`src/rtl/popcount_seq.sv`:
```
`default_nettype none
// ============================================================================
//  Module      : popcount_seq
//  Description : Multi-cycle bit-population counter. Accepts one WIDTH-bit
//                word over a valid/ready handshake, counts CHUNK bits per
//                clock (ones, or zeros when in_mode = 1), and returns the
//                count over a valid/ready result handshake.
//                Optional macro POPCNT_ACCUM_EN adds a saturating running
//                total of results (acc_clr / acc_total).
//  Revision    : 1.0 - initial release
// ============================================================================
module popcount_seq #(
  parameter int WIDTH = 16,
  parameter int CHUNK = 4
`ifdef POPCNT_ACCUM_EN
  ,
  parameter int ACC_W = 24
`endif
) (
  input  logic                         clk,
  input  logic                         rst_n,
  input  logic                         in_valid,
  output logic                         in_ready,
  input  logic [WIDTH-1:0]             in_data,
  input  logic                         in_mode,
  output logic                         out_valid,
  input  logic                         out_ready,
  output logic [$clog2(WIDTH+1)-1:0]   out_count
`ifdef POPCNT_ACCUM_EN
  ,
  input  logic                         acc_clr,
  output logic [ACC_W-1:0]             acc_total
`endif
);

  localparam int CW = $clog2(WIDTH + 1);
  localparam int NB = (CHUNK > 0) ? (WIDTH / CHUNK) : 1;
  // Beat counter needs at least one bit even when the word fits in one beat.
  localparam int BW = (NB > 1) ? $clog2(NB) : 1;
  localparam logic [BW-1:0] c_LAST_BEAT = BW'(NB - 1);

  // Reject parameter sets that would leave a partial final beat.
  if ((CHUNK < 1) || (CHUNK > WIDTH) || ((WIDTH % CHUNK) != 0)) begin : g_bad_params
    $error("popcount_seq: WIDTH must be a positive multiple of CHUNK");
  end

  typedef enum logic [1:0] {
    S_IDLE  = 2'd0,
    S_COUNT = 2'd1,
    S_DONE  = 2'd2
  } state_t;

  state_t            r_state;
  logic [WIDTH-1:0]  r_shift;
  logic [CW-1:0]     r_sum;
  logic [CW-1:0]     r_count;
  logic [BW-1:0]     r_beat;
  logic              r_in_ready;
  logic              r_out_valid;

  logic [CW-1:0]     w_chunk_pop;
  logic [CW-1:0]     w_sum_next;
  logic              w_res_hs;

  // Population count of the low CHUNK bits of the shift register.
  always_comb begin
    w_chunk_pop = '0;
    for (int i = 0; i < CHUNK; i++) begin
      w_chunk_pop = w_chunk_pop + CW'(r_shift[i]);
    end
    w_sum_next = r_sum + w_chunk_pop;
  end

  assign w_res_hs = r_out_valid & out_ready;

  // Control FSM with shift/accumulate datapath; all handshake outputs registered.
  always_ff @(posedge clk or negedge rst_n) begin
    if (!rst_n) begin
      r_state     <= S_IDLE;
      r_shift     <= '0;
      r_sum       <= '0;
      r_count     <= '0;
      r_beat      <= '0;
      r_in_ready  <= 1'b1;
      r_out_valid <= 1'b0;
    end else begin
      case (r_state)
        S_IDLE: begin
          if (in_valid && r_in_ready) begin
            // Zero counting is folded into ones counting by inverting here.
            r_shift    <= in_mode ? ~in_data : in_data;
            r_sum      <= '0;
            r_beat     <= '0;
            r_in_ready <= 1'b0;
            r_state    <= S_COUNT;
          end
        end
        S_COUNT: begin
          r_sum   <= w_sum_next;
          r_shift <= r_shift >> CHUNK;
          r_beat  <= r_beat + BW'(1);
          if (r_beat == c_LAST_BEAT) begin
            r_count     <= w_sum_next;
            r_out_valid <= 1'b1;
            r_state     <= S_DONE;
          end
        end
        S_DONE: begin
          // out_count is left holding the last result after the handshake.
          if (w_res_hs) begin
            r_out_valid <= 1'b0;
            r_in_ready  <= 1'b1;
            r_state     <= S_IDLE;
          end
        end
        default: begin
          r_state     <= S_IDLE;
          r_in_ready  <= 1'b1;
          r_out_valid <= 1'b0;
        end
      endcase
    end
  end

  assign in_ready  = r_in_ready;
  assign out_valid = r_out_valid;
  assign out_count = r_count;

`ifdef POPCNT_ACCUM_EN
  logic [ACC_W-1:0] r_acc;
  logic [ACC_W-1:0] w_acc_base;
  logic [ACC_W:0]   w_acc_sum;

  // Next running total: optional clear, then add the result being handed off.
  always_comb begin
    w_acc_base = acc_clr ? '0 : r_acc;
    w_acc_sum  = {1'b0, w_acc_base} + {{(ACC_W + 1 - CW){1'b0}}, r_count};
  end

  // Saturating accumulator of delivered results.
  always_ff @(posedge clk or negedge rst_n) begin
    if (!rst_n) begin
      r_acc <= '0;
    end else if (w_res_hs) begin
      r_acc <= w_acc_sum[ACC_W] ? '1 : w_acc_sum[ACC_W-1:0];
    end else if (acc_clr) begin
      r_acc <= '0;
    end
  end

  assign acc_total = r_acc;
`endif

endmodule
`default_nettype wire
```
`config.mk`:
```
export PLATFORM = sky130hd
export DESIGN_NAME = popcount_seq
export DESIGN_NICKNAME = d
export VERILOG_FILES = /design/src/rtl/popcount_seq.sv
export SDC_FILE = /design/constraint.sdc
export NUM_CORES = 1
export LEC_CHECK = 0
export CAP_MARGIN = 20
export CORE_AREA = 4 4 59 71
export CTS_CLUSTER_SIZE = 20
export DETAILED_ROUTE_END_ITERATION = 7
export DIE_AREA = 0 0 63 75
export PLACE_DENSITY = 0.75
export SLEW_MARGIN = 10
export SYNTH_ARGS = -nofsm -noshare
export SYNTH_HDL_FRONTEND = slang
export SYNTH_SLANG_ARGS = --single-unit
export TNS_END_PERCENT = 100
```
`constraint.sdc`:
```
create_clock -name clk -period 2.14 [get_ports clk]
set_clock_uncertainty 0.15 [all_clocks]
set_input_delay 0.428 -clock clk [delete_from_list [all_inputs] [get_ports clk]]
set_output_delay 0.428 -clock clk [all_outputs]
set_load 0.1 [all_outputs]
```
==> run_results.csv, run 1 <==
group,metric,value,unit
drt,postRouteWirelength,2990,um
floorplanning,pin_count,28,
cts,holdBufCountCts,0,
finish,drive_gt1_share,12.3,%
global_route,antenna_found_initial,0,
finish,areaGrowthSynthToFinish,27.3,%
yosys,synth-adder-area-share,5.45,%
pwr,vdd_ir_drop_max,0.493,mV
critical_path,crit_fanout,2,
finish,seqCellArea,802,um2
yosys,synth-xor-area-share,10.7,%
finish,multi_input_area,684,um2
pwr,power.internal,0.00159,W
critical_path,slowest_delay,0.54,ns
pwr,p_clk_share,17.3,%
global_route,grt_max_degree,33,
drt,antenna_left,0,
sta,hold_viol_final,0,
critical_path,end_kind,"register",
cts,cts_buffer_depth,2,
global_route,grt_overflow_total,0,
cts,cts_tree,"yes",
floorplanning,dieWidth,63,um
floorplanning,start_util,43.7,%
global_route,grt.total_usage,14.4,%
yosys,yosys_most_used_dff,"dfrtp_1",
yosys,synth_mux_area_share,0.721,%
finish,fin_area,1990,um2
pwr,seqPwrFrac,37.0,%
cts,cts-root-buf,"clkbuf_8",
finish,fin_cells,218,
hold_path,hp-class,"reg2reg",
floorplanning,core,3570,um2
pwr,netSwitchingPower,0.00114,W
floorplanning,die_h,75,um
place,dp.cells,210,
place,placed_cell_area,1900,um2
sta,maxSlewViolCount,0,
critical_path,crit_arrival,2.39,ns
yosys,postSynth.asyncResetShare,100,%
critical_path,cpMostUsedCell,"fa_1",
pwr,p_comb_share,45.7,%
yosys,yosysWarnings,0,
yosys,yosys-top-cells-area,"dfrtp_1, xnor2_1, a221o_1",
place,place_hpwl,2180,um
sta,setup_violations,6,
sta,max_slew_margin,74.1,%
yosys,yosys.area_share.simple,10.1,%
drt,vias,1157,
yosys,synth_top_area_share,49.7,%
cts,cts_buffers,5,
critical_path,cp_slowest_cell,"fa_1",
pwr,swShare,41.8,%
sta,fin_crit_sh,111,%
place,globalplace.congestion,0.793,
pwr,power_density,1380,nW/um2
yosys,ys_seq_elements,32,
yosys,synth_top_family_by_area,"compound AO/OA/AOI/OAI gates",
sta,worst_pin_slew,0.388,ns
run,maxCapViolCount,0,
yosys,synth_area,1560,um2
finish,fillers,315,
sta,fmaxAchievable,0.422,GHz
drt,drc_errors,0,
global_route,grt_pass1_wl,5200,um
place,io_buffers,27,
critical_path,path_cells,"fa_1, inv_1, fa_2, inv_2, fa_1, mux2_2",
sta,whs,0.334,ns
critical_path,critPathTopFamily,"adder cells",
sta,fin_crit,2.37,ns
cts,cts_setup_buffers,0,
yosys,netlist-cell-type-count,27,
yosys,synth_edf_count,0,
global_route,grt_pass1_vias,1205,
critical_path,criticalPathCategory,"reg2reg",
drt,drt_pass1_iterations,4,
status,status,"finished with violations",
yosys,synth_compound_area_share,16.7,%
floorplanning,rows,24,
pwr,p_leak,0.902,nW
yosys,postSynthCellCount,148,
sta,worst_slack,-0.229,ns
yosys,seq_area_frac_synth,51.4,%
place,dpl_worst_slack,-0.227,ns
yosys,syn_avg_cell_area,10.6,um2
drt,wl_per_cell,13.7,um
drt,viasPerCell,5.31,
sta,grt_setup_unrepaired,"yes",
floorplanning,dieArea,4730,um2
cts,clk_latency,0.28,ns
status,violations,"negative setup slack",
cts,clkTransAtPathRegs,0.06,ns
finish,n_antenna_cell,0,
drt,drtIter0Drc,26,
cts,clock-sinks,32,
cts,cts.htree.levels,2,
critical_path,cp-start-kind,"register",
critical_path,cp.required,2.16,ns
finish,nets,204,
finish,post-route-util,55.6,%
yosys,yosysTopAreaCell,"dfrtp_1",
critical_path,path_buf_inv,2,
yosys,synth_nets,174,
cell usage in the layout, fill, tap and decap left out, drive strengths merged, types with 2 or more instances in the layout:
cell type and count:
nand2 18, a22o 2, clkdlybuf4s50 20, xor2 4, fa 3, o21ai 17, buf 12, o22ai 2
a21oi 5, clkbuf 8, nor2b 3, nor2 12, xnor2 15, inv 6, dfrtp 31, a221o 9
ha 2
flip-flops by register name, summed over array words and instances, names as in the netlist:
register / count
out_count: 5
out_valid: 1
r_shift: 16
r_state: 2
r_beat: 2
r_sum: 5
in_ready: 1
final timing paths:
path | start | endpoint | slack (ns) | cells after the start
setup / recovery | r_shift[0]$_DFFE_PN0P_ | out_count[1]$_DFFE_PN0P_ | -0.23 | 6
hold / removal | out_count[0]$_DFFE_PN0P_ | out_count[0]$_DFFE_PN0P_ | 0.33 | 2
setup reg to reg | r_shift[0]$_DFFE_PN0P_ | out_count[1]$_DFFE_PN0P_ | -0.23 | 6
hold reg to reg | out_count[0]$_DFFE_PN0P_ | out_count[0]$_DFFE_PN0P_ | 0.33 | 2
max in group asynchronous | rst_n | in_ready$_DFFE_PN1P_ | 1.14 | 2
min in group asynchronous | rst_n | out_count[2]$_DFFE_PN0P_ | 0.38 | 2
power groups by stage:
| stage | Combinational (W) | Sequential [W] | Clock, W |
|---|---|---|---|
| 2_1_floorplan | 0.000680 | 0.00126 | 0 |
| 3_3_place_gp | 0.00119 | 0.00100 | 0 |
| 3_5_place_dp | 0.00126 | 0.00102 | 0 |
| 4_1_cts | 0.00126 | 0.00101 | 0.000483 |
| 5_1_grt | 0.00137 | 0.00104 | 0.000504 |
| 6_report | 0.00125 | 0.00101 | 0.000474 |
metrics by stage:
step | setup TNS, ns | power, W
finish | -0.918 | 0.00274
global placement | -0.402 | 0.00219
floorplan | -0.272 | 0.00194
CTS | -0.936 | 0.00276
detailed placement | -0.893 | 0.00228
global route | -1.49 | 0.00291
metal layers:
layer	vias to the layer above	part of all wire [%]	track usage [%]
li1	560	-	-
met5	-	0	0
met2	26	51	25.6
met1	564	42	15.6
met3	7	4.6	3.88
met4	0	2.0	8.82
tightest hold or removal path: stages (launching register included):
cell,delay (ns)
dfrtp_1,0.34
nand2_1,0.05
o21ai_0,0.06
cell usage after synthesis (2+ instances only):
master	number
ha_1	2
inv_1	6
xor2_1	4
dfrtp_1	31
nor2_1	12
a21oi_1	5
buf_6	2
nand2_1	18
a221o_1	9
a22o_1	2
o21ai_0	17
o22ai_1	2
clkbuf_1	2
fa_1	3
nor2b_1	3
xnor2_1	15
buf_2	5
cell type report:
cell class / count / area share (%)
tap: 39 / 2.45
clock buffer: 8 / 4.53
sequential: 32 / 40.3
timing repair buffer: 32 / 17.1
inverter: 6 / 1.13
multi-input combinational: 101 / 34.4
cells by family after synthesis:
group / after synthesis
AOI/OAI and AO/OA: 39
and+or+nand+nor: 37
DFF: 32
xor gates and xnor gates: 19
buffers and inverters: 15
adders and majority gates: 5
muxes: 1
repair_timing:
action | 4_1_cts | 5_1_grt
endpoints found under the setup margin | 8 | 8
gates resized for setup | 3 | 0
pin swaps | 2 | 3
No activity file was read; power rests on OpenSTA's default activity.
==> inputs of run 2 (changes only) <==
--- a/config.mk
+++ b/config.mk
@@ -5,12 +5,14 @@
 export SDC_FILE = /design/constraint.sdc
 export NUM_CORES = 1
 export LEC_CHECK = 0
+export ABC_AREA = 1
+export ABC_CLOCK_PERIOD_IN_PS = 2140
 export CAP_MARGIN = 20
-export CORE_AREA = 4 4 59 71
+export CORE_AREA = 4 4 60 73
 export CTS_CLUSTER_SIZE = 20
 export DETAILED_ROUTE_END_ITERATION = 7
-export DIE_AREA = 0 0 63 75
-export PLACE_DENSITY = 0.75
+export DIE_AREA = 0 0 64 77
+export PLACE_DENSITY = 0.77
 export SLEW_MARGIN = 10
 export SYNTH_ARGS = -nofsm -noshare
 export SYNTH_HDL_FRONTEND = slang
==> run_results.csv, run 2 <==
group,metric,value,unit
yosys,synth_area,1740,um2
global_route,grt_pass1_wl,5780,um
pwr,p_leak,1.04,nW
drt,drtIter0Drc,55,
yosys,synth_top_area_share,44.5,%
finish,seqCellArea,802,um2
yosys,ys_top_cells_by_count,"nand2_1, nand3_1, dfrtp_1, inv_1, o21ai_0",
yosys,yosys-top-cells-area,"dfrtp_1, nand2_1, nand3_1",
sta,setup_violations,6,
status,violations,"negative setup slack",
drt,wl_per_cell,11.2,um
global_route,met3_usage,4.53,%
pwr,netSwitchingPower,0.00146,W
cts,clk_latency,0.28,ns
sta,hold_viol_final,0,
global_route,grt_pass1_vias,1346,
yosys,synth_edf_count,0,
global_route,grt_overflow_total,0,
pwr,p_clk_share,15.0,%
finish,regMostFlops,"r_shift",
run,maxCapViolCount,0,
floorplanning,pin_count,28,
cts,cts_tree,"yes",
global_route,use_met2,24.2,%
critical_path,path_cells,"fa_1, inv_1, fa_2, inv_2, fa_2, inv_2, o21ai_1",
floorplanning,dieArea,4930,um2
yosys,yosysTopAreaCell,"dfrtp_1",
finish,drive_gt1_share,15.5,%
cts,clock-sinks,32,
cts,cts.htree.levels,2,
finish,largest_register_ffs,16,
critical_path,criticalPathCategory,"reg2reg",
cts,cts_buffers,5,
yosys,yosys_most_used_dff,"dfrtp_1",
drt,postRouteWirelength,3190,um
finish,n_antenna_cell,0,
global_route,antenna_found_initial,0,
pwr,swShare,46.9,%
yosys,yosysWarnings,0,
sta,fin_crit_sh,104,%
global_route,top_usage_layer,"met2",
floorplanning,dieWidth,64,um
global_route,grt_max_degree,36,
pwr,power_density,1460,nW/um2
drt,viasPerCell,4.91,
sta,worst_pin_slew,0.395,ns
global_route,grt.total_usage,14.9,%
place,globalplace.congestion,0.806,
place,io_buffers,27,
floorplanning,rows,24,
critical_path,cp.required,2.15,ns
cts,holdBufCountCts,0,
sta,max_slew_margin,73.7,%
hold_path,hp-class,"reg2reg",
yosys,syn_avg_cell_area,8.62,um2
drt,vias,1394,
sta,fin_crit,2.21,ns
cts,cts_buffer_depth,2,
yosys,postSynthCellCount,202,
yosys,synth_nets,228,
finish,areaGrowthSynthToFinish,22.8,%
finish,nets,257,
cts,cts-root-buf,"clkbuf_8",
global_route,use_met1,18.0,%
critical_path,end_kind,"register",
yosys,yosysMostFrequentCell,"nand2_1",
yosys,seq_area_frac_synth,46.0,%
cts,clkTransAtPathRegs,0.06,ns
critical_path,cp_slowest_cell,"fa_1",
critical_path,crit_arrival,2.23,ns
floorplanning,die_h,77,um
sta,grt_setup_unrepaired,"yes",
finish,multi_input_area,828,um2
floorplanning,core,3630,um2
finish,fillers,339,
critical_path,path_buf_inv,3,
finish,final_cell_mix,"nand2_1, nand3_1, dfrtp_1",
drt,antenna_left,0,
floorplanning,start_util,47.9,%
finish,fin_area,2140,um2
critical_path,cp-start-kind,"register",
status,status,"finished with violations",
critical_path,critPathTopFamily,"adder cells",
sta,fmaxAchievable,0.451,GHz
critical_path,slowest_delay,0.54,ns
pwr,power.internal,0.00165,W
finish,final_common_cell,"nand2_1",
pwr,p_comb_share,51.4,%
sta,maxSlewViolCount,0,
place,place_hpwl,2310,um
pwr,vdd_ir_drop_max,0.606,mV
place,dpl_worst_slack,-0.0702,ns
drt,drc_errors,0,
yosys,ys_seq_elements,32,
sta,worst_slack,-0.0750,ns
yosys,netlist-cell-type-count,25,
place,placed_cell_area,2030,um2
critical_path,crit_fanout,2,
yosys,postSynth.asyncResetShare,100,%
drt,drt_pass1_iterations,4,
pwr,seqPwrFrac,33.6,%
sta,whs,0.327,ns
## run 2: stage by stage
| stage | TNS, ns | instances | power, W | util [%] |
|---|---|---|---|---|
| 6_report | -0.249 | 284 | 0.00311 | 58.9 |
| 3_3_place_gp | -0.0895 | 276 | 0.00258 | 55.9 |
| 4_1_cts | -0.284 | 284 | 0.00310 | 58.3 |
| 5_1_grt | -0.843 | 284 | 0.00341 | 58.9 |
| 2_1_floorplan | -0.0154 | 202 | 0.00231 | - |
| 3_5_place_dp | -0.302 | 276 | 0.00262 | 55.9 |
## run 2: timing repair
| action | CTS | global route |
|---|---|---|
| pin swaps | 2 | 5 |
| gates resized for setup | 2 | 8 |
| buffers inserted | 0 | 0 |
| setup endpoints to repair | 6 | 7 |
## run 2: area by class of cell
type	count	share of cell area [%]
Multi-Input combinational cell	144	38.7
Timing Repair Buffer	29	13.1
Inverter	19	3.45
Tap cell	52	3.04
Sequential cell	32	37.5
Clock buffer	8	4.21
## run 2: final timing paths
path	from	slack, ns	endpoint	cells after the start
setup / recovery	r_shift[0]$_DFFE_PN0P_	-0.07	r_sum[1]$_DFFE_PN0P_	7
hold / removal	out_count[2]$_DFFE_PN0P_	0.33	out_count[2]$_DFFE_PN0P_	2
setup reg to reg	r_shift[0]$_DFFE_PN0P_	-0.07	r_sum[1]$_DFFE_PN0P_	7
hold reg to reg	out_count[2]$_DFFE_PN0P_	0.33	out_count[2]$_DFFE_PN0P_	2
max in group asynchronous	rst_n	1.14	in_ready$_DFFE_PN1P_	2
min in group asynchronous	rst_n	0.39	out_valid$_DFFE_PN0P_	2
## run 2: cell families (layout without fill, tap and decap cells)
| logic type | Yosys count | in the layout | share of synthesized area (%) |
|---|---|---|---|
| simple gates | 115 | 115 | 32.0 |
| fa+ha+maj | 5 | 5 | 4.88 |
| xor+xnor | 10 | 10 | 5.03 |
| compound gates | 14 | 14 | 4.38 |
| buf+inv | 26 | 56 | 7.69 |
| flops | 32 | 32 | 46.0 |
## run 2: routing by layer
metal / vias up / wire (um)
met5: - / 0
met4: 0 / 63
met3: 6 / 200
met2: 37 / 1530
met1: 639 / 1390
li1: 712 / -
## run 2: worst register-to-register path: cells and delay by family, from the launching register on
family	cells	cell delay [ns]
fa+ha+maj	3	1.31
flops	1	0.40
buf+inv	3	0.20
compound gates	1	0.06
## run 2: power by group through the flow
stage               Combinational, W  Sequential [W]  Clock, W
floorplan                   0.000923         0.00139         0
global placement             0.00153         0.00104         0
detailed placement           0.00157         0.00105         0
CTS                          0.00158         0.00104  0.000482
global route                 0.00181         0.00108  0.000514
finish                       0.00160         0.00105  0.000467
